## config.mk

```make
export PLATFORM = sky130hd
export DESIGN_NAME = fp13_to_s8_seq_flat
export DESIGN_NICKNAME = d
export VERILOG_FILES = /design/src/rtl/fp13_to_s8_seq_if.sv /design/src/rtl/fp13_to_s8_seq.sv /design/src/flat_wrapper.sv
export SDC_FILE = /design/constraint.sdc
export NUM_CORES = 1
export LEC_CHECK = 0
export BUFFER_PORTS_ARGS = -buffer_cell sky130_fd_sc_hd__buf_2
export CORE_MARGIN = 4
export CORE_UTILIZATION = 50
export CTS_BUF_LIST = sky130_fd_sc_hd__clkbuf_8 sky130_fd_sc_hd__clkbuf_16
export CTS_CLUSTER_DIAMETER = 200
export DETAILED_ROUTE_END_ITERATION = 8
export GPL_TIMING_DRIVEN = 0
export MAX_ROUTING_LAYER = met4
export PLACE_DENSITY = 0.75
export SLEW_MARGIN = 20
export SYNTH_ARGS = -nofsm -noshare
export SYNTH_HDL_FRONTEND = slang
export SYNTH_SLANG_ARGS = --single-unit
```

## constraint.sdc

```tcl
create_clock -name clk -period 2.2 [get_ports clk]
set_input_delay 0.33 -clock clk [delete_from_list [all_inputs] [get_ports clk]]
set_output_delay 0.33 -clock clk [all_outputs]
set_load 0.01 [all_outputs]
```

## src/rtl/fp13_to_s8_seq_if.sv

```systemverilog
// Handshake and data bundle for the fp13 -> s8 sequential converter.
//   start : conversion request, sampled only while ready=1
//   fp13  : {sign, exp[3:0], frac[7:0]}, captured on the accepting edge
//   ready : converter idle, able to accept
//   busy  : conversion in progress (shifting or done cycle)
//   done  : single-cycle pulse, s8/ovf valid from this cycle on
//   s8    : {sign, mag[6:0]}, held until the next done
//   ovf   : result saturated to magnitude 127, held with s8
interface fp13_to_s8_seq_if;
    logic        start;
    logic [12:0] fp13;
    logic        ready;
    logic        busy;
    logic        done;
    logic [7:0]  s8;
    logic        ovf;

    modport master (output start, fp13, input ready, busy, done, s8, ovf);
    modport slave  (input start, fp13, output ready, busy, done, s8, ovf);
endinterface

```

## src/rtl/fp13_to_s8_seq.sv

```systemverilog
// Sequential fp13 -> sign-magnitude s8 converter.
// Value = 0.frac * 2^exp; the magnitude is recovered by shifting frac right
// (8 - exp) times, one bit per clock.
//   clk   : system clock, rising edge
//   reset : synchronous, active-high; aborts any conversion without done
//   bus   : slave side of fp13_to_s8_seq_if (start/fp13 in; ready/busy/
//           done/s8/ovf out)
// ROUND = 0 truncates; ROUND = 1 rounds half up on the last bit shifted out,
// saturating at 127.
module fp13_to_s8_seq #(
    parameter bit ROUND = 1'b0
) (
    input logic               clk,
    input logic               reset,
    fp13_to_s8_seq_if.slave   bus
);
    typedef enum logic [1:0] {IDLE, SHIFT, DONE} state_t;

    state_t      state;
    logic [7:0]  frac;
    logic [2:0]  cnt;
    logic        sign;
    logic [7:0]  s8;
    logic        ovf;
    logic        done;

    logic [3:0]  in_exp;
    logic [6:0]  res_mag;
    logic        res_ovf;
    logic        res_sign;
    logic [7:0]  sum;

    assign in_exp = bus.fp13[11:8];

    // Result as it will be after the final shift: the magnitude is frac[7:1]
    // and the guard (last bit shifted out) is frac[0], so no separate guard
    // register is needed to form the registered result.
    always_comb begin
        res_mag = frac[7:1];
        res_ovf = 1'b0;
        sum     = {1'b0, frac[7:1]} + {7'b0, (ROUND && frac[0])};
        if (sum[7]) begin
            res_mag = 7'h7F;
            res_ovf = 1'b1;
        end else begin
            res_mag = sum[6:0];
        end
        // no negative zero
        res_sign = sign && (res_mag != 7'h00);
    end

    always_ff @(posedge clk) begin
        if (reset) begin
            state <= IDLE;
            frac  <= '0;
            cnt   <= '0;
            sign  <= 1'b0;
            s8    <= '0;
            ovf   <= 1'b0;
            done  <= 1'b0;
        end else begin
            case (state)
                IDLE: begin
                    done <= 1'b0;
                    if (bus.start) begin
                        sign <= bus.fp13[12];
                        frac <= bus.fp13[7:0];
                        if (in_exp == 4'd0) begin
                            s8    <= '0;
                            ovf   <= 1'b0;
                            done  <= 1'b1;
                            state <= DONE;
                        end else if (in_exp > 4'd7) begin
                            s8    <= {bus.fp13[12], 7'h7F};
                            ovf   <= 1'b1;
                            done  <= 1'b1;
                            state <= DONE;
                        end else begin
                            cnt   <= 3'(4'd8 - in_exp);
                            state <= SHIFT;
                        end
                    end
                end
                SHIFT: begin
                    frac <= frac >> 1;
                    cnt  <= cnt - 3'd1;
                    if (cnt == 3'd1) begin
                        s8    <= {res_sign, res_mag};
                        ovf   <= res_ovf;
                        done  <= 1'b1;
                        state <= DONE;
                    end
                end
                DONE: begin
                    done  <= 1'b0;
                    state <= IDLE;
                end
                default: begin
                    done  <= 1'b0;
                    state <= IDLE;
                end
            endcase
        end
    end

    assign bus.ready = (state == IDLE);
    assign bus.busy  = (state == SHIFT) || (state == DONE);
    assign bus.done  = done;
    assign bus.s8    = s8;
    assign bus.ovf   = ovf;
endmodule

```

## src/flat_wrapper.sv

```systemverilog
// flat-port wrapper written by rule: the top's interface ports become plain ports
module fp13_to_s8_seq_flat 
#(
    parameter bit ROUND = 1'b0
)
  (clk, reset, bus_start, bus_fp13, bus_ready, bus_busy, bus_done, bus_s8, bus_ovf);
  fp13_to_s8_seq_if bus_i ();
  input logic clk;
  input logic reset;
  input wire logic [$bits(bus_i.start)-1:0] bus_start;
  input wire logic [$bits(bus_i.fp13)-1:0] bus_fp13;
  output wire logic [$bits(bus_i.ready)-1:0] bus_ready;
  output wire logic [$bits(bus_i.busy)-1:0] bus_busy;
  output wire logic [$bits(bus_i.done)-1:0] bus_done;
  output wire logic [$bits(bus_i.s8)-1:0] bus_s8;
  output wire logic [$bits(bus_i.ovf)-1:0] bus_ovf;
  assign bus_i.start = bus_start;
  assign bus_i.fp13 = bus_fp13;
  assign bus_ready = bus_i.ready;
  assign bus_busy = bus_i.busy;
  assign bus_done = bus_i.done;
  assign bus_s8 = bus_i.s8;
  assign bus_ovf = bus_i.ovf;
  fp13_to_s8_seq #(.ROUND(ROUND)) u_core (.clk(clk), .reset(reset), .bus(bus_i));
endmodule
```

==> results.json, run 1 <==
{
  "ant_nets": 0,
  "outcome": "finished clean",
  "io_buffer_count": 26,
  "synthArstFlopShare_pct": 0,
  "synth_cell_type_count": 35,
  "start_util_pct": 53.44,
  "drt_iter0_markers": 33,
  "synth_commonest_cells": "dfxtp_1, nand2_1, inv_1",
  "crit_buf_inv": 4,
  "ir_worst_vdd_mv": 0.5374,
  "post_cts_resized": 0,
  "ys_ff_latch": 23,
  "post-cts-setup-buffers": 0,
  "tns_ns": 0,
  "timing.rr.end": "u_core.frac[1]",
  "crit_chain": "inv_1 -> ha_1 -> buf_6 -> inv_2 -> clkbuf_1 -> nand2_1 -> a311oi_1",
  "max_stage_delay_ns": 0.39,
  "crit_fanout": 10,
  "setup_viol": 0,
  "diodes": 0,
  "rr_startpoint": "u_core.state[1]",
  "synth.area.mux_share_pct": 2.077,
  "holdPathEnd": "u_core.bus.s8[1]",
  "cts_hold_buf": 0,
  "cts_made_buffers": 3,
  "netlist_area_sq_um": 1205,
  "avgSynthCellArea_sq_um": 8.860,
  "critPathTopFamily": "buffers and inverters",
  "htree_levels": 1,
  "io_pins": 28,
  "min_path_type": "in -> reg",
  "die_w_um": 57.09,
  "synthAdderAreaFrac_pct": 5.192,
  "grt_usage_pct": 17.58,
  "synthCells": 136,
  "maxCapViolations": 0,
  "routedWlPerCell_um": 13.91,
  "final_cell_count_no_fill": 194,
  "drc_errors": 0,
  "gp_congestion": 0.8316,
  "placedCellCount": 190,
  "clock-root-buffer": "clkbuf_8",
  "whs_path_depth": 2,
  "rsz0062_at_grt": "false",
  "synth-edff-count": 0,
  "grt_pass1_vias": 1053,
  "clk_pin_slew_ns": 0.08,
  "worstMarginPinSlew_ns": 0.5467,
  "drive_gt1_share_pct": 29.52,
  "hp-start": "reset",
  "yosys.area_share.simple_pct": 15.06,
  "die_h_um": 57.09,
  "synth_fp_nets": 157,
  "critPathKind": "reg -> reg",
  "cp_slowest_cell": "clkbuf_1",
  "synth_top_family_by_area": "compound AO/OA/AOI/OAI gates",
  "yosysMostFrequentCell": "dfxtp_1",
  "clock-sinks": 23,
  "fin_nets": 188,
  "vias_per_cell": 5.562,
  "reg2reg_depth": 7,
  "antenna_found_initial": 0,
  "synth-compound-area-share_pct": 28.66,
  "crit_required_ns": 2.37,
  "areaGrowthSynthToFinish_pct": 17.55,
  "synthTopCellsByArea": "dfxtp_1, a221oi_2, nand2_1",
  "slew_viol_final": 0,
  "arrival_ns": 1.91,
  "relSlewSlack_pct": 63.55,
  "endpoint_kind": "flop",
  "synth_top_area_share_pct": 38.21,
  "synth_xor_xnor_area_share_pct": 0.7269,
  "grt_overflow": 0,
  "vias": 1079,
  "final_util_pct": 62.82,
  "hold_ws_ns": 0.3012,
  "dp_hpwl_um": 2067,
  "leakage_nw": 0.6067,
  "finalCritPeriodShare_pct": 79.29,
  "ys_warn_count": 0,
  "fmax_mhz": 573.3,
  "routed_wl_um": 2698,
  "yosys.area.top_type": "dfxtp_1",
  "synth-seq-area-share_pct": 38.21,
  "finClkSkew_ns": 0.001161,
  "crit_path_start_kind": "flop",
  "cts_buffer_depth": 2,
  "grt_pass1_wl_um": 4567,
  "ys.flop_type": "dfxtp_1",
  "r2r_setup_slack_ns": 0.46,
  "min_period_ns": 1.744,
  "dr.pass1.iters": 4,
  "coreArea_sq_um": 2255,
  "clk_latency_ns": 0.26,
  "power_density_nw_per_um2": 897.4,
  "grt_max_degree": 14,
  "tritoncts": "built",
  "floorplan.die_area_sq_um": 3259,
  "hold_viol": 0,
  "num_rows": 17
}
[how the worst max path moves through the flow]
stage                    start               end  slack [ns]  depth (start not counted)
2_1_floorplan  u_core.state[0]  u_core.bus.s8[1]        0.56                          8
3_3_place_gp       bus_fp13[8]  u_core.bus.s8[3]        0.46                          8
3_5_place_dp       bus_fp13[8]     u_core.cnt[1]        0.41                          7
4_1_cts        u_core.state[1]    u_core.frac[1]        0.46                          7
5_1_grt        u_core.state[1]    u_core.frac[1]        0.36                          7
6_report       u_core.state[1]    u_core.frac[1]        0.46                          7
[layer usage]
layer,wire length [um],GRT usage (%)
met4,12,1.987
met5,0,-
met3,138,4.299
met2,1369,30.34
met1,1178,21.34
[worst register-to-register path: stages (launching register included)]
cell and delay (ns):
dfxtp_1 0.33, inv_1 0.07, ha_1 0.19, buf_6 0.14
inv_2 0.10, clkbuf_1 0.39, nand2_1 0.14, a311oi_1 0.30
[metrics by stage]
stage                     power [mW]  area [sq um]  worst slack, ns
final                          1.271          1416           0.4556
after global routing           1.360          1416           0.3618
after CTS                      1.284          1416           0.4640
after detailed placement       1.024          1370           0.4132
after floorplan               0.8881          1205           0.5621
after global placement         1.005          1370           0.4608
[layout make-up]
class | instances | area (sq um)
fillers | 219 | 838.3
multi-input cells | 87 | 623.1
flip-flops and latches | 23 | 460.4
repair buffers | 26 | 130.1
inverters | 18 | 67.56
plain buffers | 8 | 53.80
clock buffers | 3 | 41.29
well taps | 28 | 35.03
clock inverters | 1 | 5.005
[where the power goes]
group	switching [mW]	leakage, nW	internal [mW]
Combinational	0.264	0.391	0.211
Clock	0.132	0.0255	0.126
Sequential	0.0424	0.190	0.496
Total	0.439	0.607	0.832
[cell families after synthesis]
logic type / count (synthesis)
buf+inv: 26
flops: 23
mux: 2
compound gates: 40
simple gates: 39
xor+xnor: 1
fa+ha+maj: 5
[cell usage in the layout (no fill, tap or decap), drive strengths merged, types with 2 or more instances in the layout]
cell type   n
buf        30
dfxtp      23
nand2      18
inv        18
nor2       10
a21oi       8
a221oi      8
a311oi      7
clkbuf      7
o21ai       5
ha          5
a211oi      3
o22ai       3
nand3       2
o21a        2
nor4        2
nor2b       2
[flip-flops by register name, summed over array words and instances, names as in the netlist]
signal / count
u_core.bus.s8: 8
u_core.frac: 7
u_core.cnt: 3
u_core.state: 2
u_core.bus.done: 1
u_core.bus.ovf: 1
u_core.sign: 1
Note: power is estimated with default switching activity, not from simulation.
==> inputs of run 2 (changes only) <==
==> constraint.sdc (replaced) <==
create_clock -name clk -period 1.65 [get_ports clk]
set_input_delay 0.2475 -clock clk [delete_from_list [all_inputs] [get_ports clk]]
set_output_delay 0.2475 -clock clk [all_outputs]
set_load 0.01 [all_outputs]
==> run 2 against run 1 <==
Non-clock buffer count grew 6. Largest cell class unchanged. Sequential share of layout area shrank 2.0 points. Fmax grew 9.1%. Total power grew 43%. Largest power group is now combinational logic. Clock skew grew 0.00083 ns. Critical path depth grew 1. Final cell count grew 3.1%. Flip-flop and latch count is the same. Highest routed layer unchanged. Utilization grew 4.3 points. Hold slack lost 0.085 ns. Routed wire length grew 6.3%. Clock power grew 34%.
==> results.json, run 2 (synthesis results as in run 1) <==
{
  "outcome": "finished clean",
  "coreArea_sq_um": 2255,
  "grt_pass1_vias": 1064,
  "endpoint_kind": "flop",
  "final_cell_mix": "buf_2, dfxtp_1, nand2_1, inv_1, nor2_1",
  "ir_worst_vdd_mv": 0.8203,
  "placedCellCount": 190,
  "tns_ns": 0,
  "clock-sinks": 23,
  "diodes": 0,
  "vias_per_cell": 5.585,
  "holdPathEnd": "u_core.bus.s8[1]",
  "critPathKind": "reg -> reg",
  "critPathTopFamily": "buffers and inverters",
  "grt_overflow": 0,
  "clock-root-buffer": "clkbuf_8",
  "floorplan.die_area_sq_um": 3259,
  "routedWlPerCell_um": 14.34,
  "htree_levels": 1,
  "max_stage_delay_ns": 0.34,
  "setup_viol": 0,
  "power_density_nw_per_um2": 1201,
  "swShare_pct": 34.39,
  "combPwrFrac_pct": 41.3,
  "maxCapViolations": 0,
  "finClkSkew_ns": 0.001988,
  "relSlewSlack_pct": 64.16,
  "pwr-share-seq_pct": 39.7,
  "tritoncts": "built",
  "grt_pass1_wl_um": 4567,
  "fin_nets": 194,
  "grt_usage_pct": 17.53,
  "drt_iter0_markers": 33,
  "clock_power_share_pct": 19.1,
  "areaGrowthSynthToFinish_pct": 25.65,
  "io_pins": 28,
  "timing.rr.end": "u_core.bus.s8[3]",
  "whs_path_depth": 2,
  "vias": 1117,
  "grt_max_degree": 19,
  "hp-start": "reset",
  "cpMostUsedCell": "buf_6",
  "routed_wl_um": 2867,
  "drive_gt1_share_pct": 37.21,
  "rsz0062_at_grt": "true",
  "r2r_setup_slack_ns": 0.05,
  "gp_congestion": 0.8316,
  "mostFrequentLayoutCell": "buf_2",
  "worstMarginPinSlew_ns": 0.5320,
  "num_rows": 17,
  "cts_made_buffers": 3,
  "min_path_type": "in -> reg",
  "switchingPower_mw": 0.6254,
  "clk_latency_ns": 0.26,
  "nFillCells": 206,
  "drc_errors": 0,
  "ant_nets": 0,
  "slew_viol_final": 0,
  "die_h_um": 57.09,
  "fmax_mhz": 625.3,
  "die_w_um": 57.09,
  "dr.pass1.iters": 4,
  "crit_fanout": 8,
  "arrival_ns": 1.78,
  "io_buffer_count": 26,
  "reg2reg_depth": 8,
  "dp_hpwl_um": 2067,
  "crit_buf_inv": 4,
  "regMostFlops": "u_core.bus.s8",
  "start_util_pct": 53.44,
  "final_cell_count_no_fill": 200,
  "hold_viol": 0,
  "crit_chain": "inv_2 -> ha_1 -> buf_6 -> inv_6 -> o22ai_4 -> or2_4 -> buf_6 -> a221oi_2",
  "finalCritPeriodShare_pct": 96.92,
  "crit_required_ns": 1.83,
  "antenna_found_initial": 0,
  "leakage_nw": 0.6495,
  "intPower_mw": 1.193,
  "clk_pin_slew_ns": 0.08,
  "top_regs": "u_core.bus.s8 x8, u_core.frac x7, u_core.cnt x3",
  "largest_reg_flops": 8,
  "crit_path_start_kind": "flop",
  "cts_buffer_depth": 2,
  "min_period_ns": 1.599,
  "rr_startpoint": "u_core.state[1]",
  "cp_slowest_cell": "dfxtp_1"
}
## run 2: cell count changes in the layout (fill, tap and decap cells not counted), sizes merged
cell	change
buf	+6
## run 2: cell type report
class / instances / area [sq um] / share of cell area (%)
Timing Repair Buffer: 33 / 198.9 / 13.14
Buffer: 7 / 51.30 / 3.388
Clock buffer: 3 / 41.29 / 2.727
Sequential cell: 23 / 461.7 / 30.50
Clock inverter: 1 / 5.005 / 0.3306
Inverter: 18 / 72.57 / 4.793
Tap cell: 28 / 35.03 / 2.314
Multi-Input combinational cell: 87 / 648.1 / 42.81
## run 2: per-stage QoR
step	setup slack [ns]	power, mW	hold WS (ns)	util, %	cell area [sq um]
4_1_cts	0.007494	1.724	0.2124	63.43	1430
6_report	0.05078	1.819	0.2164	67.15	1514
3_3_place_gp	-0.01217	1.340	0.4427	60.77	1370
5_1_grt	-0.01269	1.935	0.2145	67.15	1514
3_5_place_dp	-0.05516	1.365	0.4447	60.77	1370
2_1_floorplan	0.01210	1.184	0.3137	-	1205
## run 2: power groups by stage
stage | logic, mW | registers, mW | clock network (mW)
finish | 0.750 | 0.722 | 0.346
global route | 0.817 | 0.737 | 0.381
CTS | 0.650 | 0.720 | 0.354
detailed placement | 0.634 | 0.731 | 0
global placement | 0.616 | 0.725 | 0
floorplan | 0.434 | 0.750 | 0
## run 2: timing repair
item / in CTS / in global routing
pin swaps: 0 / 5
cloned: 0 / 1
setup endpoints to repair: 17 / 11
buffers inserted: 0 / 6
hold buffers: 0 / 0
gates resized for setup: 8 / 7
## run 2: worst max-delay path by stage
stage	startpoint	to	slack, ns	depth (start not counted)
after floorplan	u_core.state[0]	u_core.bus.s8[1]	0.01	8
after global placement	u_core.state[0]	u_core.bus.s8[3]	-0.01	8
after detailed placement	u_core.state[0]	u_core.bus.s8[5]	-0.06	8
after CTS	u_core.state[1]	u_core.bus.s8[5]	0.007	8
after global routing	u_core.state[0]	u_core.bus.s8[3]	-0.01	8
final	u_core.state[1]	u_core.bus.s8[3]	0.05	8
## run 2: layer usage
layer  wire length (um)  global-route usage (%)  vias up
met3                137                   4.525        4
met4                 23                   2.318        0
met1               1273                   21.07      520
met2               1434                   30.18       36
met5                  0                       -        -
li1                   -                       -      557
## run 2: worst register-to-register path, delay by kind of cell (launching register included)
kind / cells / cell delay [ns]
AO/OA/AOI/OAI: 2 / 0.33
adder cells (fa/ha/maj): 1 / 0.18
buffers and inverters: 4 / 0.42
flip-flops: 1 / 0.34
AND/OR/NAND/NOR: 1 / 0.25
